--- config.mk ---
export PLATFORM = sky130hd
export DESIGN_NAME = rr_arbiter_lock_flat
export DESIGN_NICKNAME = d
export VERILOG_FILES = /design/src/rtl/noc_pkg.sv /design/src/rtl/rr_arbiter_lock_if.sv /design/src/rtl/rr_pick.sv /design/src/rtl/rr_arbiter_lock.sv /design/src/flat_wrapper.sv
export SDC_FILE = /design/constraint.sdc
export NUM_CORES = 1
export LEC_CHECK = 0
export CORE_MARGIN = 5
export CORE_UTILIZATION = 55
export CTS_BUF_LIST = sky130_fd_sc_hd__clkbuf_4
export CTS_CLUSTER_DIAMETER = 50
export DETAILED_ROUTE_END_ITERATION = 10
export MAX_ROUTING_LAYER = met4
export PLACE_DENSITY_LB_ADDON = 0.05
export SLEW_MARGIN = 20
export SYNTH_ARGS = -nofsm -noshare
export SYNTH_HDL_FRONTEND = slang
export SYNTH_SLANG_ARGS = --single-unit
--- constraint.sdc ---
create_clock -name clk -period 7.9 [get_ports clk]
set_input_delay 2.37 -clock clk [delete_from_list [all_inputs] [get_ports clk]]
set_output_delay 2.37 -clock clk [all_outputs]
set_load 0.02 [all_outputs]
--- src/rtl/noc_pkg.sv ---
// Shared NoC router definitions: requester indices and output-arbiter state encoding.
package noc_pkg;

    localparam int NUM_PORTS  = 5;

    // Requester order at the router's output port arbiter
    localparam int PORT_PE    = 0;
    localparam int PORT_RIGHT = 1;
    localparam int PORT_LEFT  = 2;
    localparam int PORT_DOWN  = 3;
    localparam int PORT_UP    = 4;

    typedef enum logic {
        ARB_IDLE,
        ARB_LOCKED
    } arb_state_t;

endpackage

--- src/rtl/rr_arbiter_lock_if.sv ---
// Request/grant bundle between per-input request lines and one output-port arbiter.
// Latency and backpressure are defined by the arbiter; this is wiring only.
interface rr_arbiter_lock_if
    import noc_pkg::*;
#(
    parameter int N = NUM_PORTS
);
    localparam int IW = $clog2(N);

    logic          en;
    logic          out_ready;
    logic [N-1:0]  req;
    logic [N-1:0]  last;
    logic [N-1:0]  gnt;
    logic          gnt_valid;
    logic [IW-1:0] gnt_idx;
    logic          xfer;

    modport master (
        output en, out_ready, req, last,
        input  gnt, gnt_valid, gnt_idx, xfer
    );

    modport slave (
        input  en, out_ready, req, last,
        output gnt, gnt_valid, gnt_idx, xfer
    );

endinterface

--- src/rtl/rr_pick.sv ---
// Masked round-robin priority selector: first eligible request at or after ptr.
// Purely combinational, zero latency; no backpressure of its own.
module rr_pick #(
    parameter int N  = 5,
    parameter int IW = $clog2(N)
) (
    input  logic [N-1:0]  req,
    input  logic [IW-1:0] ptr,
    input  logic [N-1:0]  mask,
    output logic [N-1:0]  onehot,
    output logic [IW-1:0] idx,
    output logic          found
);

    logic [N-1:0]  elig;
    logic [IW-1:0] cidx;
    int            cand;

    always_comb begin
        elig   = req & ~mask;
        onehot = '0;
        idx    = '0;
        found  = 1'b0;
        cand   = 0;
        cidx   = '0;
        for (int k = 0; k < N; k++) begin
            cand = (int'(ptr) + k) % N;
            cidx = IW'(cand);
            if (!found && elig[cidx]) begin
                found        = 1'b1;
                onehot[cidx] = 1'b1;
                idx          = cidx;
            end
        end
    end

endmodule

--- src/rtl/rr_arbiter_lock.sv ---
// Round-robin output-port arbiter that locks the grant for a whole packet.
// Grant registered one cycle after request; re-arbitrates in the release cycle; out_ready=0 holds the grant.
module rr_arbiter_lock
    import noc_pkg::*;
#(
    parameter int N        = NUM_PORTS,
    parameter int LOCK_EN  = 1,
    parameter int MAX_HOLD = 0
) (
    input  logic              clk,
    input  logic              reset_n,
    rr_arbiter_lock_if.slave  bus
);

    localparam int IW = $clog2(N);
    localparam int HW = (MAX_HOLD > 0) ? $clog2(MAX_HOLD + 1) : 1;

    arb_state_t    state, state_nxt;
    logic [IW-1:0] ptr, ptr_nxt;
    logic [HW-1:0] hcnt, hcnt_nxt;
    logic [N-1:0]  gnt, gnt_nxt;
    logic [IW-1:0] gnt_idx, gnt_idx_nxt;

    logic          gnt_valid;
    logic          arb_ok;
    logic          owner_req;
    logic          owner_last;
    logic          xfer;
    logic          timeout;
    logic          release_now;
    logic [IW-1:0] rel_ptr;
    logic [IW-1:0] pick_ptr;
    logic [N-1:0]  pick_mask;
    logic [N-1:0]  pick_oh;
    logic [IW-1:0] pick_idx;
    logic          pick_found;

    assign gnt_valid  = |gnt;
    assign arb_ok     = bus.en && bus.out_ready;
    assign owner_req  = bus.req[gnt_idx];
    assign owner_last = bus.last[gnt_idx];
    assign xfer       = gnt_valid && arb_ok && owner_req;

    generate
        if (MAX_HOLD != 0) begin : g_timeout
            assign timeout = (hcnt == HW'(MAX_HOLD - 1));
        end else begin : g_no_timeout
            assign timeout = 1'b0;
        end
    endgenerate

    // Tail, per-flit transfer, abandon or timeout all end the lock
    assign release_now = (state == ARB_LOCKED) &&
                         ((xfer && (owner_last || (LOCK_EN == 0))) || !owner_req || timeout);

    assign rel_ptr   = (gnt_idx == IW'(N - 1)) ? '0 : gnt_idx + 1'b1;

    // On release the departing owner is masked so it cannot win its own release cycle
    assign pick_ptr  = release_now ? rel_ptr : ptr;
    assign pick_mask = release_now ? gnt : '0;

    rr_pick #(
        .N  (N),
        .IW (IW)
    ) u_pick (
        .req    (bus.req),
        .ptr    (pick_ptr),
        .mask   (pick_mask),
        .onehot (pick_oh),
        .idx    (pick_idx),
        .found  (pick_found)
    );

    always_comb begin
        state_nxt   = state;
        ptr_nxt     = ptr;
        hcnt_nxt    = hcnt;
        gnt_nxt     = gnt;
        gnt_idx_nxt = gnt_idx;
        case (state)
            ARB_IDLE: begin
                gnt_nxt     = '0;
                gnt_idx_nxt = '0;
                hcnt_nxt    = '0;
                if (arb_ok && pick_found) begin
                    state_nxt   = ARB_LOCKED;
                    gnt_nxt     = pick_oh;
                    gnt_idx_nxt = pick_idx;
                end
            end
            ARB_LOCKED: begin
                if (release_now) begin
                    ptr_nxt  = rel_ptr;
                    hcnt_nxt = '0;
                    if (arb_ok && pick_found) begin
                        gnt_nxt     = pick_oh;
                        gnt_idx_nxt = pick_idx;
                    end else begin
                        state_nxt   = ARB_IDLE;
                        gnt_nxt     = '0;
                        gnt_idx_nxt = '0;
                    end
                end else if (!(&hcnt)) begin
                    hcnt_nxt = hcnt + 1'b1;
                end
            end
            default: begin
                state_nxt   = ARB_IDLE;
                gnt_nxt     = '0;
                gnt_idx_nxt = '0;
            end
        endcase
    end

    always_ff @(posedge clk) begin
        if (!reset_n) begin
            state   <= ARB_IDLE;
            ptr     <= '0;
            hcnt    <= '0;
            gnt     <= '0;
            gnt_idx <= '0;
        end else begin
            state   <= state_nxt;
            ptr     <= ptr_nxt;
            hcnt    <= hcnt_nxt;
            gnt     <= gnt_nxt;
            gnt_idx <= gnt_idx_nxt;
        end
    end

    assign bus.gnt       = gnt;
    assign bus.gnt_valid = gnt_valid;
    assign bus.gnt_idx   = gnt_idx;
    assign bus.xfer      = xfer;

endmodule
--- src/flat_wrapper.sv ---
// flat-port wrapper written by rule: the top's interface ports become plain ports
module rr_arbiter_lock_flat import noc_pkg::*;
#(
    parameter int N        = NUM_PORTS,
    parameter int LOCK_EN  = 1,
    parameter int MAX_HOLD = 0
)
  (clk, reset_n, bus_en, bus_out_ready, bus_req, bus_last, bus_gnt, bus_gnt_valid, bus_gnt_idx, bus_xfer);
  rr_arbiter_lock_if #(.N(N)) bus_i ();
  input  logic clk;
  input  logic reset_n;
  input wire logic [$bits(bus_i.en)-1:0] bus_en;
  input wire logic [$bits(bus_i.out_ready)-1:0] bus_out_ready;
  input wire logic [$bits(bus_i.req)-1:0] bus_req;
  input wire logic [$bits(bus_i.last)-1:0] bus_last;
  output wire logic [$bits(bus_i.gnt)-1:0] bus_gnt;
  output wire logic [$bits(bus_i.gnt_valid)-1:0] bus_gnt_valid;
  output wire logic [$bits(bus_i.gnt_idx)-1:0] bus_gnt_idx;
  output wire logic [$bits(bus_i.xfer)-1:0] bus_xfer;
  assign bus_i.en = bus_en;
  assign bus_i.out_ready = bus_out_ready;
  assign bus_i.req = bus_req;
  assign bus_i.last = bus_last;
  assign bus_gnt = bus_i.gnt;
  assign bus_gnt_valid = bus_i.gnt_valid;
  assign bus_gnt_idx = bus_i.gnt_idx;
  assign bus_xfer = bus_i.xfer;
  rr_arbiter_lock #(.N(N), .LOCK_EN(LOCK_EN), .MAX_HOLD(MAX_HOLD)) u_core (.clk(clk), .reset_n(reset_n), .bus(bus_i));
endmodule
==> run_results.csv <==
group,metric,value,unit
outcome,status,"finished clean",
power_and_ir_drop,internal-power,0.288,mW
global_route,grt_pass1_wl,14.2,mm
clock_network,cts_setup_buffers,0,
finish,drive_gt1_share,20.1,%
finish,antenna_cells,0,
sta,final-setup-viol-count,0,
detailed_routing,dr.pass1.iters,6,
placement,portBuffers,23,
die,die_w,81.5,microns
setup_path,path_common_cell,"ha_1",
synthesis,synth_simple_gate_area_share,27.3,%
global_route,grt_overflow,0,
sta,final.setup.tns,0,ps
synthesis,synthAdderAreaFrac,9.80,%
synthesis,synth_top_family_by_area,"compound AO/OA/AOI/OAI gates",
clock_network,tritoncts,"built",
detailed_routing,routed_wl,8.74,mm
detailed_routing,antenna_left,0,
die,die_h,81.5,microns
power_and_ir_drop,power.share.switching,53.3,%
sta,fmax,132,MHz
setup_path,path_buf_inv,4,
global_route,antenna_found_initial,0,
sta,tightest_slew,807,ps
clock_network,cts_resized,0,
synthesis,yosys_most_used_dff,"dfxtp_1",
sta,holdWs,577,ps
clock_network,cts_buffers,3,
setup_path,required,8050,ps
clock_network,cts_hold_buf,0,
detailed_routing,drc,0,
finish,num-nets-final,445,
detailed_routing,viasPerCell,6.44,
setup_path,max_stage_delay,500,ps
synthesis,synth.avg_cell_area,7.57,sq um
synthesis,syn_nets,407,
die,coreArea,0.00504,sq mm
clock_network,worstSkewPairLatency,280,ps
power_and_ir_drop,p_leak,1.30,nW
setup_path,r2r_start,"u_core.bus.gnt_idx[0]",
setup_path,cp-start-kind,"input port",
die,initial_utilization,55.7,%
synthesis,async_flop_share,0,%
sta,slew_headroom,45.7,%
global_route,grt_pass1_vias,2874,
setup_path,path_class,"in -> reg",
synthesis,synth_mux_area_share,5.74,%
flow_run,max_cap_violations,0,
placement,place_congestion,0.966,
clock_network,cts_max_path_buffers,2,
detailed_routing,wl_per_cell,18.3,microns
sta,min_period,7590,ps
synthesis,synth_edf_count,0,
setup_path,cp.arrival,7740,ps
power_and_ir_drop,pwr-share-seq,12.1,%
synthesis,synth.distinct_cells,89,
detailed_routing,via_count,3080,
sta,drv_slew,0,
clock_network,clkSlewWorstSetupHoldPaths,90,ps
setup_path,crit_fanout,10,
synthesis,synth_seq_cells,12,
placement,dp_hpwl,7.08,mm
synthesis,syn_area,0.00281,sq mm
synthesis,yosysWarnings,0,
clock_network,h-tree-depth,1,
sta,hold_violations,0,
worst_hold_path,worstHoldStart,"u_core.bus.gnt[0]",
finish,area_delta_synth_final,16.6,%
die,dieArea,0.00664,sq mm
sta,min_period_over_period,96.0,%
die,pin_count,24,
power_and_ir_drop,pwr-share-clk,6.8,%
power_and_ir_drop,combPwrFrac,81.1,%
global_route,grt_usage,28.1,%
setup_path,path_delay_family,"compound AO/OA/AOI/OAI gates",
synthesis,synth_xor_area_share,3.38,%
setup_path,slowest_stage,"clkdlybuf4s50_1",
power_and_ir_drop,peakVddDrop,0.0959,mV
sta,fin_skew,6.41,ps
synthesis,synth_compound_area_share,39.6,%
detailed_routing,first_iter_violations,210,
setup_path,cp-end-kind,"flip-flop",
power_and_ir_drop,power_switching,0.329,mW
die,row_count,26,
power_and_ir_drop,powerDensity,188,mW/mm^2
worst_hold_path,hold_path.class,"reg -> reg",
synthesis,synth_cells,371,
synthesis,seq_area_frac_synth,8.55,%
global_route,grt_max_degree,16,
setup_path,startpoint,"bus_out_ready",
clock_network,cts-root-buf,"clkbuf_4",
clock_network,cts.sinks,12,
state kept, by name (all words and copies together) (netlist names):
| name | flops |
|---|---|
| u_core.bus.gnt_idx | 3 |
| u_core.state | 1 |
| u_core.ptr | 3 |
| u_core.bus.gnt | 5 |
layout by cell type, fill, tap and decap left out, drive strengths merged, types with 4 or more instances in the layout:
| cell type | netlist | layout |
|---|---|---|
| buf | 9 | 23 |
| clkdlybuf4s50 | 0 | 23 |
| and3 | 8 | 8 |
| a21oi | 20 | 20 |
| nand2b | 5 | 5 |
| a21o | 9 | 9 |
| a31oi | 14 | 14 |
| mux2 | 6 | 6 |
| nor2b | 7 | 7 |
| nand2 | 21 | 21 |
| nand4 | 5 | 5 |
| nor2 | 34 | 34 |
| a21boi | 7 | 7 |
| o31ai | 5 | 5 |
| inv | 20 | 20 |
| a211oi | 8 | 8 |
| or2 | 6 | 6 |
| dfxtp | 12 | 12 |
| ha | 22 | 22 |
| and2 | 9 | 9 |
| a221oi | 5 | 5 |
| xnor2 | 9 | 9 |
| o21ai | 28 | 28 |
| nor3 | 17 | 17 |
| o21a | 6 | 6 |
| nor3b | 4 | 4 |
| o211ai | 5 | 5 |
| nand3 | 8 | 8 |
| mux2i | 9 | 9 |
| o221ai | 4 | 4 |
logic make-up after synthesis:
family                     after synthesis
buffers and inverters                   34
DFF                                     12
muxes                                   15
and+or+nand+nor                        137
AOI/OAI and AO/OA                      141
xor gates and xnor gates                10
adders and majority gates               22
synth_stat cells, types with 4 or more instances:
master	n	share of area, %
a31oi_1	13	2.9
clkbuf_1	4	0.53
a21oi_2	5	1.6
a221oi_1	4	1.2
mux2_2	5	2.0
a21oi_1	15	2.7
dfxtp_1	12	8.5
nand2_1	20	2.7
nand4_1	5	1.1
nor2b_1	7	1.6
mux2i_1	9	3.2
or2_2	4	0.89
nand3_1	8	1.4
inv_1	17	2.3
o31ai_1	5	1.3
a211oi_1	5	1.3
o21ai_0	18	3.2
o211ai_1	4	1.1
a21boi_0	5	1.3
o221ai_1	4	1.2
nor2_1	32	4.3
nor3_1	15	2.7
and3_1	7	1.6
and2_1	6	1.3
xnor2_1	8	2.5
nand2b_1	5	1.1
o21ai_1	9	1.6
a21o_1	8	2.1
ha_1	22	9.8
o21a_1	6	1.6
worst register-to-register path, cell delays in order (launching register included):
cell	delay, ps
dfxtp_1	650
inv_1	160
ha_1	260
a21oi_1	310
o211ai_1	150
a211oi_1	480
or2_4	270
nor2_1	70
ha_1	220
inv_1	60
ha_1	230
buf_4	180
nor3_2	230
nor2_1	80
xnor2_1	190
ha_1	200
nor2b_1	160
o221ai_1	170
buf_4	170
mux2i_1	190
a21oi_2	80
or2_2	370
o21ai_0	160
a221o_2	240
a211oi_2	60
and2_4	230
a2111oi_2	410
o31ai_1	130
power by group through the flow:
stage | clock (mW) | sequential, mW | combinational (mW)
CTS | 0.0426 | 0.0746 | 0.482
global route | 0.0466 | 0.0756 | 0.546
detailed placement | 0 | 0.0760 | 0.480
finish | 0.0422 | 0.0746 | 0.501
floorplan | 0 | 0.0741 | 0.363
global placement | 0 | 0.0758 | 0.474
area by class of cell:
class,instances,area [sq um]
well taps,70,87.6
flip-flops and latches,12,240
clock buffers,3,22.5
fillers,494,1770
clock inverters,1,3.75
multi-input cells,325,2440
repair buffers,46,403
inverters,21,78.8
metal layers:
metal | global-route usage (%) | share of wire [%]
met3 | 2.19 | 6.0
met2 | 49.4 | 49
met1 | 34.5 | 43
met5 | - | 0
met4 | 7.77 | 2.1
through the flow:
stage | total power, mW | area [sq um] | std cells | utilization (%) | setup WS [ps]
CTS | 0.599 | 3250 | 478 | 64.4 | 282
global placement | 0.549 | 3220 | 474 | 63.9 | 114
global route | 0.668 | 3280 | 478 | 65.0 | -20.1
floorplan | 0.437 | 2810 | 371 | - | 229
detailed placement | 0.556 | 3220 | 474 | 63.9 | 7.66
finish | 0.617 | 3280 | 478 | 65.0 | 314
final timing paths:
| path | endpoint | slack (ps) | cells after the start |
|---|---|---|---|
| worst max register to register | u_core.bus.gnt_idx[0] | 1690 | 27 |
| worst min-delay path | u_core.bus.gnt[0] | 580 | 2 |
| worst max-delay path | u_core.bus.gnt_idx[0] | 310 | 26 |
| worst min register to register | u_core.bus.gnt[0] | 580 | 2 |
Note: power is estimated with default switching activity, not from simulation.
